### src/rtl/tnn_pkg.sv
// Shared types and helpers for the temporal-neural-network pulse-domain blocks.
package tnn_pkg;

  typedef enum logic [1:0] {
    SCH_IDLE  = 2'd0,
    SCH_PULSE = 2'd1,
    SCH_GAP   = 2'd2
  } sched_state_t;

  function automatic int cnt_width(input int depth);
    return (depth > 1) ? $clog2(depth) : 1;
  endfunction

endpackage

### src/rtl/gamma_pulse_scheduler_rr_arbiter.sv
// Combinational round-robin arbiter: the first asserted request at or after ptr wins.
module rr_arbiter
  import tnn_pkg::*;
#(
  parameter int N    = 4,
  parameter int ID_W = cnt_width(N)
) (
  input  logic [N-1:0]    req,
  input  logic [ID_W-1:0] ptr,
  output logic            gnt_valid,
  output logic [ID_W-1:0] gnt_idx
);

  logic [ID_W-1:0] idx_s;
  int              pos_s;

  // Walk offsets from farthest to nearest so the nearest requester is the last writer.
  always_comb begin
    gnt_valid = 1'b0;
    gnt_idx   = '0;
    idx_s     = '0;
    pos_s     = 0;
    for (int i = N - 1; i >= 0; i--) begin
      pos_s     = int'(ptr) + i;
      pos_s     = (pos_s >= N) ? (pos_s - N) : pos_s;
      idx_s     = ID_W'(pos_s);
      gnt_valid = gnt_valid | req[idx_s];
      gnt_idx   = req[idx_s] ? idx_s : gnt_idx;
    end
  end

endmodule

### src/rtl/gamma_pulse_scheduler.sv
// Serialises per-requester race-logic edges onto one shared unary pulse lane,
// one PULSE_WIDTH pulse per winner per gamma cycle, with a one-cycle gap between pulses.
module gamma_pulse_scheduler
  import tnn_pkg::*;
#(
  parameter int N_REQ             = 4,
  parameter int GAMMA_CYCLE_WIDTH = 16,
  parameter int PULSE_WIDTH       = 8
) (
  input  logic                          aclk,
  input  logic                          rst,
  input  logic [N_REQ-1:0]              edge_in,
  output logic                          pulse_out,
  output logic [cnt_width(N_REQ)-1:0]   pulse_id,
  output logic                          gamma_start,
  output logic [N_REQ-1:0]              drop_mask
);

  localparam int ID_W = cnt_width(N_REQ);
  localparam int GW   = cnt_width(GAMMA_CYCLE_WIDTH);
  localparam int PW   = $clog2(PULSE_WIDTH) + 1;

  sched_state_t     state_q, state_d;
  logic [GW-1:0]    gamma_cnt_q, gamma_cnt_d;
  logic [PW-1:0]    pcnt_q, pcnt_d;
  logic [N_REQ-1:0] pending_q, pending_d;
  logic [N_REQ-1:0] served_q, served_d;
  logic [N_REQ-1:0] drop_q, drop_d;
  logic [ID_W-1:0]  rr_ptr_q, rr_ptr_d;
  logic             pulse_q, pulse_d;
  logic [ID_W-1:0]  id_q, id_d;
  logic             gstart_q, gstart_d;

  logic [N_REQ-1:0] req_s;
  logic [N_REQ-1:0] grant_mask_s;
  logic             gnt_valid_s;
  logic [ID_W-1:0]  gnt_idx_s;
  logic             gamma_last_s;
  logic             eligible_s;
  logic             grant_s;
  logic             pulse_done_s;

  assign req_s        = (pending_q | edge_in) & ~served_q;
  assign gamma_last_s = (gamma_cnt_q == GW'(GAMMA_CYCLE_WIDTH - 1));
  // A grant must leave room for the whole pulse before the gamma boundary.
  assign eligible_s   = (gamma_cnt_q <= GW'(GAMMA_CYCLE_WIDTH - 1 - PULSE_WIDTH));
  assign grant_s      = (state_q == SCH_IDLE) && gnt_valid_s && eligible_s;
  assign pulse_done_s = (pcnt_q == PW'(PULSE_WIDTH));
  assign grant_mask_s = grant_s ? ({{(N_REQ-1){1'b0}}, 1'b1} << gnt_idx_s) : '0;

  rr_arbiter #(.N(N_REQ), .ID_W(ID_W)) u_arb (
    .req       (req_s),
    .ptr       (rr_ptr_q),
    .gnt_valid (gnt_valid_s),
    .gnt_idx   (gnt_idx_s)
  );

  always_ff @(posedge aclk) begin
    if (rst) begin
      state_q <= SCH_IDLE;
    end else begin
      state_q <= state_d;
    end
  end

  always_comb begin
    state_d = state_q;
    case (state_q)
      SCH_IDLE:  state_d = grant_s ? SCH_PULSE : SCH_IDLE;
      SCH_PULSE: state_d = pulse_done_s ? SCH_GAP : SCH_PULSE;
      SCH_GAP:   state_d = SCH_IDLE;
      default:   state_d = SCH_IDLE;
    endcase
  end

  always_comb begin
    pulse_d = 1'b0;
    id_d    = '0;
    pcnt_d  = '0;
    case (state_q)
      SCH_IDLE: begin
        if (grant_s) begin
          pulse_d = 1'b1;
          id_d    = gnt_idx_s;
          pcnt_d  = PW'(1);
        end else begin
          pulse_d = 1'b0;
        end
      end
      SCH_PULSE: begin
        if (pulse_done_s) begin
          pulse_d = 1'b0;
        end else begin
          pulse_d = 1'b1;
          id_d    = id_q;
          pcnt_d  = pcnt_q + PW'(1);
        end
      end
      SCH_GAP: pulse_d = 1'b0;
      default: pulse_d = 1'b0;
    endcase
  end

  // Gamma framing: the wrap edge closes the gamma and reports whatever was still unserved.
  always_comb begin
    gamma_cnt_d = gamma_last_s ? '0 : (gamma_cnt_q + GW'(1));
    gstart_d    = (gamma_cnt_d == '0);
    rr_ptr_d    = rr_ptr_q;
    if (gamma_last_s) begin
      pending_d = '0;
      served_d  = '0;
      drop_d    = req_s;
    end else begin
      pending_d = pending_q | edge_in;
      served_d  = served_q | grant_mask_s;
      drop_d    = drop_q;
    end
    if (grant_s) begin
      rr_ptr_d = (gnt_idx_s == ID_W'(N_REQ - 1)) ? '0 : (gnt_idx_s + ID_W'(1));
    end else begin
      rr_ptr_d = rr_ptr_q;
    end
  end

  always_ff @(posedge aclk) begin
    if (rst) begin
      gamma_cnt_q <= '0;
      pcnt_q      <= '0;
      pending_q   <= '0;
      served_q    <= '0;
      drop_q      <= '0;
      rr_ptr_q    <= '0;
      pulse_q     <= 1'b0;
      id_q        <= '0;
      gstart_q    <= 1'b1;
    end else begin
      gamma_cnt_q <= gamma_cnt_d;
      pcnt_q      <= pcnt_d;
      pending_q   <= pending_d;
      served_q    <= served_d;
      drop_q      <= drop_d;
      rr_ptr_q    <= rr_ptr_d;
      pulse_q     <= pulse_d;
      id_q        <= id_d;
      gstart_q    <= gstart_d;
    end
  end

  assign pulse_out   = pulse_q;
  assign pulse_id    = id_q;
  assign gamma_start = gstart_q;
  assign drop_mask   = drop_q;

endmodule

### config.mk
export PLATFORM = sky130hd
export DESIGN_NAME = gamma_pulse_scheduler
export DESIGN_NICKNAME = d
export VERILOG_FILES = /design/src/rtl/tnn_pkg.sv /design/src/rtl/gamma_pulse_scheduler_rr_arbiter.sv /design/src/rtl/gamma_pulse_scheduler.sv
export SDC_FILE = /design/constraint.sdc
export NUM_CORES = 1
export LEC_CHECK = 0
export BUFFER_PORTS_ARGS = -buffer_cell sky130_fd_sc_hd__buf_2
export CAP_MARGIN = 0
export CORE_ASPECT_RATIO = 0.6
export CORE_UTILIZATION = 50
export CTS_CLUSTER_SIZE = 25
export DETAILED_ROUTE_END_ITERATION = 7
export PLACE_DENSITY = 0.7
export SETUP_SLACK_MARGIN = 0.15
export SKIP_CTS_REPAIR_TIMING = 1
export SLEW_MARGIN = 15
export SYNTH_ARGS = -nofsm -noshare
export SYNTH_HDL_FRONTEND = slang
export SYNTH_HIERARCHICAL = 1
export SYNTH_SLANG_ARGS = --single-unit
### constraint.sdc
create_clock -name aclk -period 3.7 [get_ports aclk]
set_clock_uncertainty 0.15 [all_clocks]
set_input_delay 0.185 -clock aclk [delete_from_list [all_inputs] [get_ports aclk]]
set_output_delay 0.185 -clock aclk [all_outputs]
set_load 0.02 [all_outputs]
==> results.sh <==
export IMPL_setup_tns_ns=0
export IMPL_die_y_um=38.99
export IMPL_start_kind="register"
export IMPL_synth_edf_count=0
export IMPL_final_cells=171
export IMPL_worstSetupPathType="reg -> reg"
export IMPL_io_pins=14
export IMPL_ir_drop_mv=0.3580
export IMPL_cellPowerDensity_nw_per_um2=574.1
export IMPL_root_buffer="clkbuf_8"
export IMPL_mostFrequentLayoutCells="27 x dfxtp_1, 25 x nor2_1, 13 x buf_2, 12 x a21oi_1, 10 x nand2_1"
export IMPL_syn_area_sq_um=1140
export IMPL_gp_congestion=0.8424
export IMPL_setup_viol=0
export IMPL_max_slew_margin_pct=38.44
export IMPL_cts_path_max_buffers=2
export IMPL_wirelength_mm=2.126
export IMPL_firstDrtPassIters=4
export IMPL_cts_sinks=27
export IMPL_status="complete, no violations"
export IMPL_cts_buffers=3
export IMPL_drc=0
export IMPL_synth_distinct_cells=29
export IMPL_synth_seq_area_share_pct=47.42
export IMPL_synth_flop_cell="dfxtp_1"
export IMPL_antenna_diode_count=0
export IMPL_io_buffer_count=13
export IMPL_hp_class="in -> reg"
export IMPL_ys_warn_count=6
export IMPL_htree_levels=1
export IMPL_syn_area_per_cell_sq_um=8.905
export IMPL_wl_per_cell_um=12.43
export IMPL_dp_cells=167
export IMPL_grt_max_degree=17
export IMPL_synth_seq_cells=27
export IMPL_layout_drive_gt1_share_pct=15.38
export IMPL_rows=12
export IMPL_die_w_um=63.64
export IMPL_viasPerCell=5.368
export IMPL_worst_pin_slew_ns=0.9106
export IMPL_synth_cells=128
export IMPL_num_fill_cells=177
export IMPL_drtIter0Drc=66
export IMPL_layout_cells_most_common="dfxtp_1"
export IMPL_syn_to_final_growth_pct=12.18
export IMPL_cts_tree="built"
export IMPL_async_flop_share_pct=0
export IMPL_required_ns=3.76
export IMPL_antenna_found_initial=0
export IMPL_gr_total_overflow=0
export IMPL_p_leak_nw=0.5505
export IMPL_period_needed_ns=2.051
export IMPL_grt_pass1_wl_mm=3.719
export IMPL_critPathMaxFanout=6
export IMPL_maxSlewViolCount=0
export IMPL_dp_hpwl_mm=1.625
export IMPL_cts_clk_slew_worst_paths_ns=0.08
export IMPL_grt_usage_pct=20.64
export IMPL_die_area_sq_um=2481
export IMPL_initial_core_util_pct=57.08
export IMPL_cp_arrival_ns=2.11
export IMPL_num_vias=918
export IMPL_clk_insertion_delay_late_ns=0.27
export IMPL_hold_violations=0
export IMPL_register_area_sq_um=540.5
export IMPL_clock_fmax_ghz=0.4875
export IMPL_setup_worst_path_end_class="register"
export IMPL_cap_violations=0
export IMPL_multiInputGateArea_sq_um=573.1
export IMPL_rsz0062_at_grt="no"
export IMPL_final_nets=158
export IMPL_syn_nets=142
export IMPL_grt_pass1_vias=858
export IMPL_timing_final_crit_share_pct=55.44
export IMPL_core_sq_um=1997
export IMPL_final_antenna_net_count=0
[cell type report]
class,count,share of cell area [%]
clock inverters,1,0.3914
inverters,5,1.468
flip-flops and latches,27,42.27
clock buffers,3,3.229
multi-input cells,94,44.81
repair buffers,13,5.088
well taps,28,2.740
[final timing paths]
path                                                start                         to  slack (ns)  depth (start not counted)
worst max-delay path              pending_q[3]$_SDFF_PP0_     served_q[1]$_SDFF_PP0_        1.65                          7
worst min-delay path                           edge_in[1]    pending_q[1]$_SDFF_PP0_        0.01                          3
worst max register to register    pending_q[3]$_SDFF_PP0_     served_q[1]$_SDFF_PP0_        1.65                          7
worst min register to register  drop_mask[3]$_SDFFE_PP0P_  drop_mask[3]$_SDFFE_PP0P_        0.31                          2
[registers in the layout (all words and copies together) (netlist names)]
signal       flops
gamma_cnt_q      4
pending_q        4
state_q          2
gamma_start      1
pcnt_q           4
drop_mask        4
served_q         4
pulse_id         2
rr_ptr_q         2
[stage by stage]
stage	power [W]	instance area, sq um	utilization [%]	setup slack, ns	hold slack (ns)
after global placement	0.0005692	1232	61.72	1.758	0.2835
final	0.0007341	1279	64.04	1.649	0.01274
after global routing	0.0007864	1279	64.04	1.373	0.01607
after floorplan	0.0005230	1140	-	1.881	0.1066
after CTS	0.0007409	1279	64.04	1.641	0.01265
after detailed placement	0.0005774	1232	61.72	1.676	0.2968
[logic make-up (layout without fill, tap and decap cells)]
group	Yosys count	after routing	share of synthesized area, %
and+or+nand+nor	61	61	26.78
AOI/OAI and AO/OA	21	21	11.53
adders and majority gates	8	8	8.782
muxes	1	1	0.8782
xor gates and xnor gates	3	3	2.306
DFF	27	27	47.42
buffers and inverters	7	22	2.306
[Yosys cell counts (3+ instances only)]
cell	count	share of area (%)
dfxtp_1	27	47
nor2_1	25	8.2
a21oi_1	12	5.3
nand2_1	10	3.3
ha_1	8	8.8
inv_1	5	1.6
or3_1	5	2.7
nand2b_1	4	2.2
nor3_1	4	1.8
nand3_1	3	1.3
[critical path, cell delays in order, from the launching register on]
cell and delay (ns):
dfxtp_1 0.32, nor2_1 0.05, nor2_1 0.23, nor2_1 0.10
nand2_1 0.08, nor4b_1 0.74, a21oi_1 0.19, nor2_1 0.13
[layer usage]
layer  share of wire, %  wire (um)  track usage [%]
met4               0.80         17            3.409
met1                 51       1093            25.36
met5                  0          0                0
met2                 44        938            36.97
met3                3.6         77            6.176
[power by group]
part           internal, W  switching [W]  leakage [nW]
clock            0.0000754      0.0000877        0.0255
sequential        0.000332      0.0000355         0.222
combinational    0.0000832       0.000120         0.303
total             0.000491       0.000243         0.551
Power figures use the tool's default switching activity.
